### config.mk
export PLATFORM = sky130hd
export DESIGN_NAME = fetch_unit
export DESIGN_NICKNAME = d
export VERILOG_FILES = /design/src/rtl/fetch_unit.sv
export SDC_FILE = /design/constraint.sdc
export NUM_CORES = 1
export LEC_CHECK = 0
export ABC_AREA = 1
export BUFFER_PORTS_ARGS = -buffer_cell sky130_fd_sc_hd__buf_2
export CORE_ASPECT_RATIO = 0.7
export CORE_MARGIN = 5
export CORE_UTILIZATION = 44
export DETAILED_ROUTE_END_ITERATION = 6
export PLACE_DENSITY = 0.77
export SYNTH_ARGS = -nofsm -noshare
export SYNTH_HDL_FRONTEND = slang
export SYNTH_SLANG_ARGS = --single-unit
### constraint.sdc
create_clock -name clk -period 1.44 [get_ports clk]
set_clock_uncertainty 0.2 [all_clocks]
set_input_delay 0.144 -clock clk [delete_from_list [all_inputs] [get_ports clk]]
set_output_delay 0.144 -clock clk [all_outputs]
set_load 0.1 [all_outputs]
### src/rtl/fetch_unit.sv
// fetch_unit: single-stage instruction fetch with an IF/ID pipeline register.
// A two-state machine (BOOT, RUN) holds the PC at RESET_PC for one cycle after
// reset release, then advances by 4 per cycle, honouring redirect and stall.
// Optional feature macro: FETCH_MISALIGN_TRAP_EN. When it is defined, a
// misaligned redirect target sends the PC to TRAP_VEC and pulses trap.
// When it is undefined, the target is word-aligned and trap/trap_addr are 0.
//
// state | meaning
// BOOT  | first cycle after reset release; PC held at RESET_PC, IF/ID idle
// RUN   | normal fetch: redirect > stall > advance
module fetch_unit #(
    parameter logic [31:0] RESET_PC = 32'h0000_0000,
    parameter logic [31:0] TRAP_VEC = 32'h0000_0040
) (
    input  logic        clk,
    input  logic        reset,
    input  logic        stall,
    input  logic        redirect,
    input  logic [31:0] redirect_target,
    input  logic [31:0] instr_in,
    output logic [31:0] pc_out,
    output logic [31:0] if_id_pc,
    output logic [31:0] if_id_instr,
    output logic        if_id_valid,
    output logic        trap,
    output logic [31:0] trap_addr
);

    typedef enum logic {
        BOOT = 1'b0,
        RUN  = 1'b1
    } state_t;

    state_t      state;
    state_t      state_next;
    logic [31:0] pc_next;
    logic [31:0] if_pc_next;
    logic [31:0] if_instr_next;
    logic        if_valid_next;

`ifdef FETCH_MISALIGN_TRAP_EN
    logic        trap_next;
    logic [31:0] trap_addr_next;
`else
    logic        unused_cfg;
    assign unused_cfg = ^{redirect_target[1:0], TRAP_VEC};
    assign trap       = 1'b0;
    assign trap_addr  = 32'h0000_0000;
`endif

    // Next-state and next-register computation; every field defaults to hold.
    always_comb begin
        state_next    = state;
        pc_next       = pc_out;
        if_pc_next    = if_id_pc;
        if_instr_next = if_id_instr;
        if_valid_next = if_id_valid;
`ifdef FETCH_MISALIGN_TRAP_EN
        trap_next      = 1'b0;
        trap_addr_next = trap_addr;
`endif
        case (state)
            BOOT: begin
                state_next = RUN;
            end
            RUN: begin
                if (redirect) begin
                    // Flush the wrong-path fetch; IF/ID payload is left as-is.
                    if_valid_next = 1'b0;
`ifdef FETCH_MISALIGN_TRAP_EN
                    if (redirect_target[1:0] != 2'b00) begin
                        pc_next        = TRAP_VEC;
                        trap_next      = 1'b1;
                        trap_addr_next = redirect_target;
                    end else begin
                        pc_next = redirect_target;
                    end
`else
                    pc_next = {redirect_target[31:2], 2'b00};
`endif
                end else if (!stall) begin
                    pc_next       = pc_out + 32'd4;
                    if_pc_next    = pc_out;
                    if_instr_next = instr_in;
                    if_valid_next = 1'b1;
                end
            end
            default: begin
                state_next = BOOT;
            end
        endcase
    end

    // State and datapath registers with synchronous active-low reset.
    always_ff @(posedge clk) begin
        if (!reset) begin
            state       <= BOOT;
            pc_out      <= RESET_PC;
            if_id_pc    <= 32'h0000_0000;
            if_id_instr <= 32'h0000_0000;
            if_id_valid <= 1'b0;
        end else begin
            state       <= state_next;
            pc_out      <= pc_next;
            if_id_pc    <= if_pc_next;
            if_id_instr <= if_instr_next;
            if_id_valid <= if_valid_next;
        end
    end

`ifdef FETCH_MISALIGN_TRAP_EN
    // Trap pulse and latched offending address.
    always_ff @(posedge clk) begin
        if (!reset) begin
            trap      <= 1'b0;
            trap_addr <= 32'h0000_0000;
        end else begin
            trap      <= trap_next;
            trap_addr <= trap_addr_next;
        end
    end
`endif

endmodule

[Yosys cells after proc, flatten, opt, wreduce, memory -nomap -nowiden]
Index checks and enable logic that the tools add are counted.
Cells by class
  add/sub/neg operators: 1
  eq/ne operators: 1
  multiplexer cells: 5
  bitwise operators: 2
  reductions and logical operators: 2
Operators with widths (count)
  two-way mux 32 bit: 2
  adder 32 x 3 -> 32 bit (second input constant): 1
  two-way mux 1 bit: 3
  AND reduction 3 bit: 1
  != test 2 x 1 -> 1 bit (second input constant): 1
  inverter 1 bit: 2
  AND reduction 2 bit: 1
Storage, ports and cells
  register bits after elaboration: 98
  bits of input ports: 68
  logic and storage cells: 16

[Longest topological paths before layout]
  word-level depth: 3
  mapped depth: 10
  mapped depth without buffers: 10

[Least setup slack after synthesis]
OpenSTA, ideal clock, no wires.
  path type: flip-flop to flip-flop
  start: register pc_out[3]
  end: register pc_out[20]
  setup time: 0.128 ns
  arrival time: 2.118 ns
  required time: 1.112 ns
  path slack: -1.007 ns
  stages on the path, launching flop included: 11
  buffers on the path: 0
  period minus slack after synthesis: 2.447 ns
  cells stage by stage: dfxtp_1 > ha_1 > nand2_1 > nor2_4 > nand2_1 > nor2_1 > nand3_1 > nand2_1 > nand2_1 > nand2_1 > a21oi_1
Between the ends
  word-level cells in the longest chain between the ends: 3
RTL lines
  from (decl): RTL line 21  | output logic [31:0] pc_out,
  from (signal assigned): RTL line 104  | pc_out <= pc_next;
  adder 32 x 3 -> 32 bit: RTL line 82  | pc_next = pc_out + 32'd4;
  two-way mux 32 bit: RTL line 81  | end else if (!stall) begin
  two-way mux 32 bit: RTL line 67  | if (redirect) begin
Every way passes these cells. The select of a mux whose other input is x is not followed.
A chain may end at the register's enable or synchronous reset.

[Worst setup path after layout]
  start: register pc_out[19]
  end: register pc_out[30]
Same word-level chain as after synthesis.

==> flow_summary_export.csv <==
group,metric,value,unit
placed_design,gp_congestion,0.983,
final_layout,final_area,9640,µm²
clocking,cts_buffer_depth,2,
timing,period_share,148,%
power_and_ir_drop,cellPowerDensity,936,nW/µm²
power_and_ir_drop,leakage,4.09,nW
detailed_routing,firstDrtPassIters,7,
global_route,grt_max_degree,51,
clocking,cts_made_buffers,9,
die,start_util,45.1,%
placed_design,dp.final_hpwl,11.6,mm
critical_path,crit_required,1500,ps
detailed_routing,route.detailed.drc,35,
detailed_routing,wirelength,32.5,mm
logic_synthesis,synth_seq_area_share,40.2,%
placed_design,placed_cells,1022,
critical_path,worstPathArrival,2190,ps
die,die_area,12800,µm²
logic_synthesis,ys_seq_elements,94,
critical_path,worstSetupPathType,"reg -> reg",
clocking,htree_levels,3,
power_and_ir_drop,vdd_drop_max,736,µV
final_layout,fin_nets,1074,
critical_path,worst-path-max-fanout,3,
clocking,cts_tree,"built",
die,dieWidth,133,µm
logic_synthesis,synthArstFlopShare,0,%
run_status,violations,"design-rule violations, negative setup slack",
logic_synthesis,synth_area_leaders,"dfxtp_1, nor2_1, nand2_1",
detailed_routing,drt-vias-per-instance,6.54,
global_route,top_usage_layer,"met2",
die,die_y,96.3,µm
global_route,grt-ovfl-total,0,
die,num_io_pins,198,
clocking,clock_latency,370,ps
placed_design,portBuffers,158,
logic_synthesis,synthSimpleGateAreaFrac,30.7,%
global_route,grt_pass1_vias,6645,
power_and_ir_drop,total_power,9.02,mW
logic_synthesis,synthMuxAreaShare,0,%
logic_synthesis,synth_warnings,0,
logic_synthesis,syn_area,4690,µm²
detailed_routing,drt_iter0_drc,1324,
final_layout,fill_cells,288,
timing,max_freq,0.469,GHz
global_route,use_met2,60.2,%
detailed_routing,drtAntennaViolNets,0,
detailed_routing,vias,7474,
clocking,cts_sinks,94,
logic_synthesis,synth_commonest_cells,"nor2_1, nand2_1, dfxtp_1",
run_status,status,"finished with violations",
logic_synthesis,synth-xor-area-share,0,%
logic_synthesis,syn-instance-count,694,
logic_synthesis,yosysTopAreaCell,"dfxtp_1",
logic_synthesis,synth_flop_cell,"dfxtp_1",
clocking,cts.clk_slew.worst_paths,80,ps
logic_synthesis,synth_fa_ha_area_share,0.267,%
critical_path,cp-start-kind,"register",
final_layout,stdcell_count,1142,
final_layout,final_core_util,92.8,%
hold_path,min_path_type,"in -> reg",
clocking,cts_root_buffer,"clkbuf_16",
global_route,grt_pass1_wl,36.4,mm
logic_synthesis,synth_enable_flop_cells,0,
final_layout,antenna_cells,0,
global_route,global_route.usage.total,36.9,%
timing,setup_viol,98,
logic_synthesis,synth_compound_area_share,15.6,%
timing,rsz0062_at_grt,"true",
logic_synthesis,yosys.cell_types.count,30,
logic_synthesis,yosysMostFrequentCell,"nor2_1",
global_route,grt_use_met1,44.0,%
global_route,met3_usage,11.0,%
timing,setup_ws,-690,ps
die,num_rows,31,
placed_design,placed_area,6910,µm²
global_route,grt_antenna_before_repair,1,
flow_run,max_cap_viol_count,0,
die,core_area,10400,µm²
critical_path,cp-end-kind,"register",
timing,finalHoldViolations,0,
logic_synthesis,avgSynthCellArea,6.75,µm²
timing,tns,-31160,ps
detailed_routing,routedWlPerCell,28.5,µm
final_layout,drive_above_1_share,61.3,%
final_layout,syn2layout_area_growth,106,%
timing,min_period,2130,ps
logic_synthesis,synth_top_family_by_area,"simple AND/OR/NAND/NOR gates",
timing,final-max-slew-violation-count,0,
logic_synthesis,yosys.area.top_type_share,40.2,%
-- sequential cells by signal, summed over array words and instances (netlist names) --
register	cells
if_id_instr	32
if_id_pc	30
pc_out	30
if_id_valid	1
state	1
-- worst max-delay path, cell delays in order (launching register included) --
cell     delay [ps]
dfxtp_4         370
nand2_1         150
nor2_1          420
nand2_1         200
nor2_2          210
nand2_1          70
nand2_1          90
nand3_1         120
nand2_2         120
a21oi_2          50
-- per-stage QoR --
step           worst slack [ps]  hold slack, ps
6_report                   -690            78.3
2_1_floorplan              -328           -28.3
3_5_place_dp               -185             172
4_1_cts                    -186            5.49
3_3_place_gp               -132             166
5_1_grt                    -701            89.3
-- metal layers --
layer	share of wire [%]	wire [µm]
met4	9.9	3220
met2	41	13300
met1	32	10600
met3	16	5260
met5	0.37	121
-- cells in the final DEF, fill, tap and decap left out, types with 37 or more instances in the layout --
| cell | count |
|---|---|
| o21ai_2 | 60 |
| dfxtp_2 | 66 |
| dlygate4sd3_1 | 54 |
| conb_1 | 37 |
| nor2_1 | 85 |
| nor2_2 | 37 |
| buf_2 | 65 |
| nor2_4 | 40 |
| buf_4 | 110 |
| buf_12 | 63 |
| nand2_1 | 109 |
-- power breakdown --
part / switching [mW] / internal [mW]
clock: 1.18 / 1.50
combinational: 2.39 / 1.02
sequential: 0.188 / 2.74
-- worst paths after layout --
kind,start,endpoint,slack [ps],cells past startpoint
hold reg to reg,if_id_instr[3],if_id_instr[3],300,2
hold / removal,redirect_target[20],pc_out[20],80,5
setup / recovery,pc_out[19],pc_out[30],-690,9
setup reg to reg,pc_out[19],pc_out[30],-690,9
-- timing repair --
action,4_1_cts,5_1_grt
gates resized for setup,198,205
pin swaps,62,76
hold endpoints to repair,54,0
hold buffers,54,0
setup endpoints to repair,110,104
setup buffers,23,15
gates cloned,12,6
-- cell families (layout without fill, tap and decap cells) --
logic type / count (synthesis) / after routing
and+or+nand+nor: 347 / 347
other: 1 / 37
buffers and inverters: 109 / 389
adders and majority gates: 1 / 1
DFF: 94 / 94
AOI/OAI and AO/OA: 142 / 142
-- area by class of cell --
class	count	area (µm²)	share of cell area, %
Clock inverter	1	6.26	0.0649
Multi-Input combinational cell	527	3280	34.1
Clock buffer	15	312	3.23
Timing Repair Buffer	335	3640	37.8
Sequential cell	94	2070	21.4
Inverter	38	166	1.73
Tap cell	132	165	1.71
No activity file was read; power rests on OpenSTA's default activity.
